File: config.mk
export PLATFORM = sky130hd
export DESIGN_NAME = axil_cmd_master
export DESIGN_NICKNAME = d
export VERILOG_FILES = /design/src/rtl/axil_cmd_master.sv
export SDC_FILE = /design/constraint.sdc
export NUM_CORES = 1
export LEC_CHECK = 0
export ABC_AREA = 1
export CAP_MARGIN = 20
export CORE_ASPECT_RATIO = 2
export CORE_MARGIN = 2
export CORE_UTILIZATION = 37
export DETAILED_ROUTE_END_ITERATION = 12
export PLACE_DENSITY = 0.87
export SLEW_MARGIN = 20
export SYNTH_ARGS = -nofsm -noshare
export SYNTH_HDL_FRONTEND = slang
export SYNTH_SLANG_ARGS = --single-unit
export TNS_END_PERCENT = 30
File: constraint.sdc
create_clock -name axilClk -period 2.05 [get_ports axilClk]
set_clock_uncertainty 0.2 [all_clocks]
set_input_delay 0.615 -clock axilClk [delete_from_list [all_inputs] [get_ports axilClk]]
set_output_delay 0.615 -clock axilClk [all_outputs]
set_load 0.02 [all_outputs]
File: src/rtl/axil_cmd_master.sv
// AXI-Lite initiator: turns one command into one AXI-Lite read or write and
// returns exactly one response, aborting with rsp_resp=2'b11 on timeout.
module axil_cmd_master #(
  parameter int unsigned TIMEOUT_CYCLES = 4096,
  parameter logic [2:0]  PROT           = 3'b000
) (
  input  logic        axilClk,
  input  logic        axilRst,
  input  logic        cmd_valid,
  output logic        cmd_ready,
  input  logic        cmd_write,
  input  logic [31:0] cmd_addr,
  input  logic [31:0] cmd_wdata,
  input  logic [3:0]  cmd_wstrb,
  output logic        rsp_valid,
  input  logic        rsp_ready,
  output logic        rsp_write,
  output logic [31:0] rsp_rdata,
  output logic [1:0]  rsp_resp,
  output logic        rsp_timeout,
  output logic        busy,
  output logic [31:0] axilReadMaster_araddr,
  output logic [2:0]  axilReadMaster_arprot,
  output logic        axilReadMaster_arvalid,
  output logic        axilReadMaster_rready,
  input  logic        axilReadSlave_arready,
  input  logic [31:0] axilReadSlave_rdata,
  input  logic [1:0]  axilReadSlave_rresp,
  input  logic        axilReadSlave_rvalid,
  output logic [31:0] axilWriteMaster_awaddr,
  output logic [2:0]  axilWriteMaster_awprot,
  output logic        axilWriteMaster_awvalid,
  output logic [31:0] axilWriteMaster_wdata,
  output logic [3:0]  axilWriteMaster_wstrb,
  output logic        axilWriteMaster_wvalid,
  output logic        axilWriteMaster_bready,
  input  logic        axilWriteSlave_awready,
  input  logic        axilWriteSlave_wready,
  input  logic [1:0]  axilWriteSlave_bresp,
  input  logic        axilWriteSlave_bvalid
);

  typedef enum logic [2:0] {
    IDLE    = 3'd0,
    WR_REQ  = 3'd1,
    WR_RESP = 3'd2,
    RD_REQ  = 3'd3,
    RD_DATA = 3'd4,
    RESP    = 3'd5
  } state_t;

  localparam logic [15:0] TIMEOUT_C = TIMEOUT_CYCLES[15:0];

  state_t      state_r;
  logic [15:0] cnt_r;
  logic        aw_done_r;
  logic        w_done_r;

  logic [15:0] cnt_next_s;
  logic        expire_s;
  logic        active_s;
  logic        advance_s;
  logic        abort_s;
  logic        aw_fire_s;
  logic        w_fire_s;
  logic        aw_now_s;
  logic        w_now_s;

  // Per-cycle decode: handshakes, phase completion and timeout expiry.
  always_comb begin
    cnt_next_s = cnt_r + 16'd1;
    // >= rather than == so a handshake that wins the expiry cycle cannot
    // carry the counter past the limit and disarm the abort
    if (TIMEOUT_C != 16'd0) begin
      expire_s = (cnt_next_s >= TIMEOUT_C);
    end else begin
      expire_s = 1'b0;
    end
    aw_fire_s = axilWriteMaster_awvalid & axilWriteSlave_awready;
    w_fire_s  = axilWriteMaster_wvalid & axilWriteSlave_wready;
    aw_now_s  = aw_done_r | aw_fire_s;
    w_now_s   = w_done_r | w_fire_s;
    case (state_r)
      WR_REQ:  begin active_s = 1'b1; advance_s = aw_now_s & w_now_s; end
      WR_RESP: begin active_s = 1'b1; advance_s = axilWriteSlave_bvalid & axilWriteMaster_bready; end
      RD_REQ:  begin active_s = 1'b1; advance_s = axilReadMaster_arvalid & axilReadSlave_arready; end
      RD_DATA: begin active_s = 1'b1; advance_s = axilReadSlave_rvalid & axilReadMaster_rready; end
      default: begin active_s = 1'b0; advance_s = 1'b0; end
    endcase
    abort_s = active_s & expire_s & ~advance_s;
  end

  // Command FSM; every output is a register updated only here.
  always_ff @(posedge axilClk) begin
    if (axilRst) begin
      state_r                 <= IDLE;
      cnt_r                   <= 16'd0;
      aw_done_r               <= 1'b0;
      w_done_r                <= 1'b0;
      cmd_ready               <= 1'b0;
      rsp_valid               <= 1'b0;
      rsp_write               <= 1'b0;
      rsp_rdata               <= 32'd0;
      rsp_resp                <= 2'b00;
      rsp_timeout             <= 1'b0;
      busy                    <= 1'b0;
      axilReadMaster_araddr   <= 32'd0;
      axilReadMaster_arprot   <= 3'b000;
      axilReadMaster_arvalid  <= 1'b0;
      axilReadMaster_rready   <= 1'b0;
      axilWriteMaster_awaddr  <= 32'd0;
      axilWriteMaster_awprot  <= 3'b000;
      axilWriteMaster_awvalid <= 1'b0;
      axilWriteMaster_wdata   <= 32'd0;
      axilWriteMaster_wstrb   <= 4'd0;
      axilWriteMaster_wvalid  <= 1'b0;
      axilWriteMaster_bready  <= 1'b0;
    end else begin
      axilReadMaster_arprot  <= PROT;
      axilWriteMaster_awprot <= PROT;
      if (active_s) begin
        cnt_r <= cnt_next_s;
      end
      if (abort_s) begin
        axilReadMaster_arvalid  <= 1'b0;
        axilReadMaster_rready   <= 1'b0;
        axilWriteMaster_awvalid <= 1'b0;
        axilWriteMaster_wvalid  <= 1'b0;
        axilWriteMaster_bready  <= 1'b0;
        rsp_rdata               <= 32'd0;
        rsp_resp                <= 2'b11;
        rsp_timeout             <= 1'b1;
        rsp_valid               <= 1'b1;
        state_r                 <= RESP;
      end else begin
        case (state_r)
          IDLE: begin
            if (cmd_valid && cmd_ready) begin
              cmd_ready              <= 1'b0;
              busy                   <= 1'b1;
              cnt_r                  <= 16'd0;
              rsp_write              <= cmd_write;
              axilReadMaster_araddr  <= cmd_addr;
              axilWriteMaster_awaddr <= cmd_addr;
              axilWriteMaster_wdata  <= cmd_wdata;
              axilWriteMaster_wstrb  <= cmd_wstrb;
              if (cmd_write) begin
                axilWriteMaster_awvalid <= 1'b1;
                axilWriteMaster_wvalid  <= 1'b1;
                aw_done_r               <= 1'b0;
                w_done_r                <= 1'b0;
                state_r                 <= WR_REQ;
              end else begin
                axilReadMaster_arvalid <= 1'b1;
                state_r                <= RD_REQ;
              end
            end else begin
              cmd_ready <= 1'b1;
            end
          end
          WR_REQ: begin
            if (aw_now_s && w_now_s) begin
              axilWriteMaster_awvalid <= 1'b0;
              axilWriteMaster_wvalid  <= 1'b0;
              axilWriteMaster_bready  <= 1'b1;
              state_r                 <= WR_RESP;
            end else begin
              if (aw_fire_s) begin
                axilWriteMaster_awvalid <= 1'b0;
                aw_done_r               <= 1'b1;
              end
              if (w_fire_s) begin
                axilWriteMaster_wvalid <= 1'b0;
                w_done_r               <= 1'b1;
              end
            end
          end
          WR_RESP: begin
            if (advance_s) begin
              axilWriteMaster_bready <= 1'b0;
              rsp_resp               <= axilWriteSlave_bresp;
              rsp_rdata              <= 32'd0;
              rsp_timeout            <= 1'b0;
              rsp_valid              <= 1'b1;
              state_r                <= RESP;
            end
          end
          RD_REQ: begin
            if (advance_s) begin
              axilReadMaster_arvalid <= 1'b0;
              axilReadMaster_rready  <= 1'b1;
              state_r                <= RD_DATA;
            end
          end
          RD_DATA: begin
            if (advance_s) begin
              axilReadMaster_rready <= 1'b0;
              rsp_rdata             <= axilReadSlave_rdata;
              rsp_resp              <= axilReadSlave_rresp;
              rsp_timeout           <= 1'b0;
              rsp_valid             <= 1'b1;
              state_r               <= RESP;
            end
          end
          RESP: begin
            if (rsp_ready) begin
              rsp_valid <= 1'b0;
              busy      <= 1'b0;
              cmd_ready <= 1'b1;
              state_r   <= IDLE;
            end
          end
          default: begin
            state_r <= IDLE;
          end
        endcase
      end
    end
  end

endmodule

==> impl_metrics.csv <==
group,metric,value,unit
status,outcome,"completed",
pwr,p_int,0.00654,W
setup_path,critPathMaxStageDelay,0.39,ns
timing,finalSetupViolations,0,
grt,antenna_found_initial,0,
grt,grt_pass1_wl,27300,um
synth,synth_seq_cells,133,
pwr,peakVddDrop,0.000734,V
cells_and_area,n_antenna_cell,0,
setup_path,worstPathRequired,1.23,ns
synth,ys_seq_area_share,47.8,%
synth,synth_top_area_cell,"dfxtp_1",
cells_and_area,seqCellArea,2670,sq um
timing,hold_ws,0.254,ns
cells_and_area,nets,1107,
cells_and_area,multi_input_comb_area,2430,sq um
timing,hold_viol,0,
setup_path,start_kind,"flop",
grt,grt_pass1_vias,5701,
floorplanning,num_rows,63,
grt,grt_max_degree,70,
synth,ys_types,33,
pwr,switching_share,37.3,%
cells_and_area,synthToLayoutAreaGrowth,59.1,%
synth,synth_top_cell_area_share,47.8,%
setup_path,cp_cell_sequence,"dlygate4sd2_1",
pwr,powerDensity,1180,nW/um^2
routing,avgViaCountPerCell,4.79,
setup_path,cp_max_fo,3,
placement,dp_hpwl,12800,um
pwr,p_comb_share,37.9,%
floorplanning,die_h,178,um
routing,antenna_left,0,
timing,slew_viol_final,0,
grt,grtUsageTotal,21.2,%
floorplanning,ioPinCount,264,
setup_path,crit_arrival,1.17,ns
synth,synthesis.area,5580,sq um
setup_path,worst_path_max_delay_cell,"dfxtp_1",
routing,routed_wl,18100,um
cells_and_area,final_cell_mix,"nor2_1, dlygate4sd2_1, dfxtp_1, clkdlybuf4s50_1, nand2_1",
clock_network,numCtsBuffers,17,
routing,vias,5744,
setup_path,path_delay_family,"flip-flops",
cells_and_area,fillers,1361,
flow_run,cap_violations,0,
synth,synth.area.top_cells,"dfxtp_1, nor2_1, nand2_1",
timing,fmax,503,MHz
cells_and_area,final_area,8870,sq um
synth,syn_area_per_cell,7.47,sq um
clock_network,clkTransAtPathRegs,0.06,ns
timing,min_period_over_period,96.9,%
pwr,power_frac_seq,32.5,%
placement,gp_congestion,0.911,
placement,postPlaceCellArea,8310,sq um
clock_network,cts-root-buf,"clkbuf_16",
routing,routedWlPerCell,15.1,um
clock_network,cts_buffer_depth,2,
clock_network,clk_latency,0.42,ns
floorplanning,coreArea,14800,sq um
synth,synth_cells,746,
cells_and_area,final_common_cell,"nor2_1",
grt,grt.overflow.total,0,
routing,drt_iter0_drc,274,
floorplanning,die-area,16100,sq um
synth,synth_warnings,0,
floorplanning,initial_core_util,37.6,%
routing,drt_first_pass_iters,6,
setup_path,worstSetupPathType,"reg2out",
worst_hold_path,hold_path_class,"reg2reg",
clock_network,h-tree-depth,4,
timing,min_period,1.99,ns
setup_path,end_kind,"primary output",
routing,drc,0,
floorplanning,die_x,90.8,um
cells_and_area,drive_gt1_share,12.8,%
placement,port_buffers,257,
pwr,finalPower,0.0104,W
setup_path,crit_buf_inv,1,
clock_network,clock-sinks,133,
pwr,leakage,4.20,nW
pwr,power.clock.fraction,29.6,%
clock_network,cts_tree,"yes",
pwr,switching_power,0.00389,W
==> cell usage after synthesis (all sizes together) <==
cell      n
dfxtp   133
a21oi    47
nand3b    2
nand3    49
o211ai    2
or2       2
nand4     3
inv      33
a31oi     4
ha        2
o21a      2
conb      1
xnor2     2
o21ai    77
clkinv    1
buf      43
nand2   105
xor2      3
clkbuf   31
a211oi    4
nor2    196
nor3      4
==> tightest hold or removal path, stage by stage (launching register included) <==
cell and delay [ns]:
dfxtp_1 0.30, nand2_1 0.06, a21oi_1 0.05
==> per-layer routing <==
layer	global-route usage (%)	share of wire, %	vias up
met5	0	0	-
met4	11.9	4.1	0
met3	4.71	4.6	43
met2	39.4	55	198
met1	21.6	36	2659
li1	-	-	2844
==> power groups by stage <==
stage               Sequential, W  Combinational (W)  Clock (W)
global placement          0.00343            0.00413          0
detailed placement        0.00345            0.00420          0
finish                    0.00339            0.00395    0.00308
floorplan                 0.00391            0.00191          0
CTS                       0.00338            0.00381    0.00317
global route              0.00345            0.00426    0.00328
==> state kept, by name, summed over array words and instances, names as in the netlist <==
register                 cells
axilWriteMaster_awaddr      32
axilWriteMaster_wdata       32
rsp_rdata                   32
cnt_r                       16
axilWriteMaster_wstrb        4
state_r                      3
rsp_resp                     2
aw_done_r                    1
axilReadMaster_arvalid       1
axilReadMaster_rready        1
axilWriteMaster_awvalid      1
axilWriteMaster_bready       1
axilWriteMaster_wvalid       1
busy                         1
cmd_ready                    1
rsp_timeout                  1
rsp_valid                    1
rsp_write                    1
w_done_r                     1
==> timing repair <==
| action | in CTS | in global routing |
|---|---|---|
| resized for setup | 144 | 29 |
| endpoints found under the setup margin | 144 | 51 |
| endpoints found under the hold margin | 0 | 0 |
| buffers inserted | 0 | 0 |
| hold buffers | 0 | 0 |
| gates cloned | 0 | 3 |
==> cell type report <==
class,instances,area share (%)
Clock buffer,19,4.99
Inverter,34,1.47
Clock inverter,12,1.75
Multi-Input combinational cell,510,27.4
Sequential cell,133,30.1
Tap cell,195,2.75
Timing Repair Buffer,295,31.5
==> cells by family after synthesis <==
family / synth area share (%)
AO/OA/AOI/OAI: 14.0
XOR/XNOR: 0.786
adder cells (fa/ha/maj): 0.449
flip-flops: 47.8
other: 0.0673
buffers and inverters: 10.3
AND/OR/NAND/NOR: 26.6
==> stage by stage <==
| stage | cells | setup TNS, ns | setup WS [ns] | util, % |
|---|---|---|---|---|
| global route | 1198 | -0.0324 | -0.0158 | 59.8 |
| global placement | 1164 | -22.74 | -0.334 | 56.1 |
| floorplan | 751 | 0 | 0.115 | - |
| detailed placement | 1164 | -25.40 | -0.359 | 56.1 |
| CTS | 1195 | 0 | 0.00212 | 58.9 |
| finish | 1198 | 0 | 0.0628 | 59.8 |
==> worst paths after layout <==
check	slack [ns]	start	endpoint	cells past startpoint
worst max-delay path	0.06	axilWriteMaster_awaddr[10]	axilWriteMaster_awaddr[10]	1
worst min-delay path	0.25	rsp_rdata[0]	rsp_rdata[0]	2
worst max register to register	0.09	cnt_r[0]	axilReadMaster_arvalid	11
worst min register to register	0.25	rsp_rdata[0]	rsp_rdata[0]	2
Power figures use the tool's default switching activity.
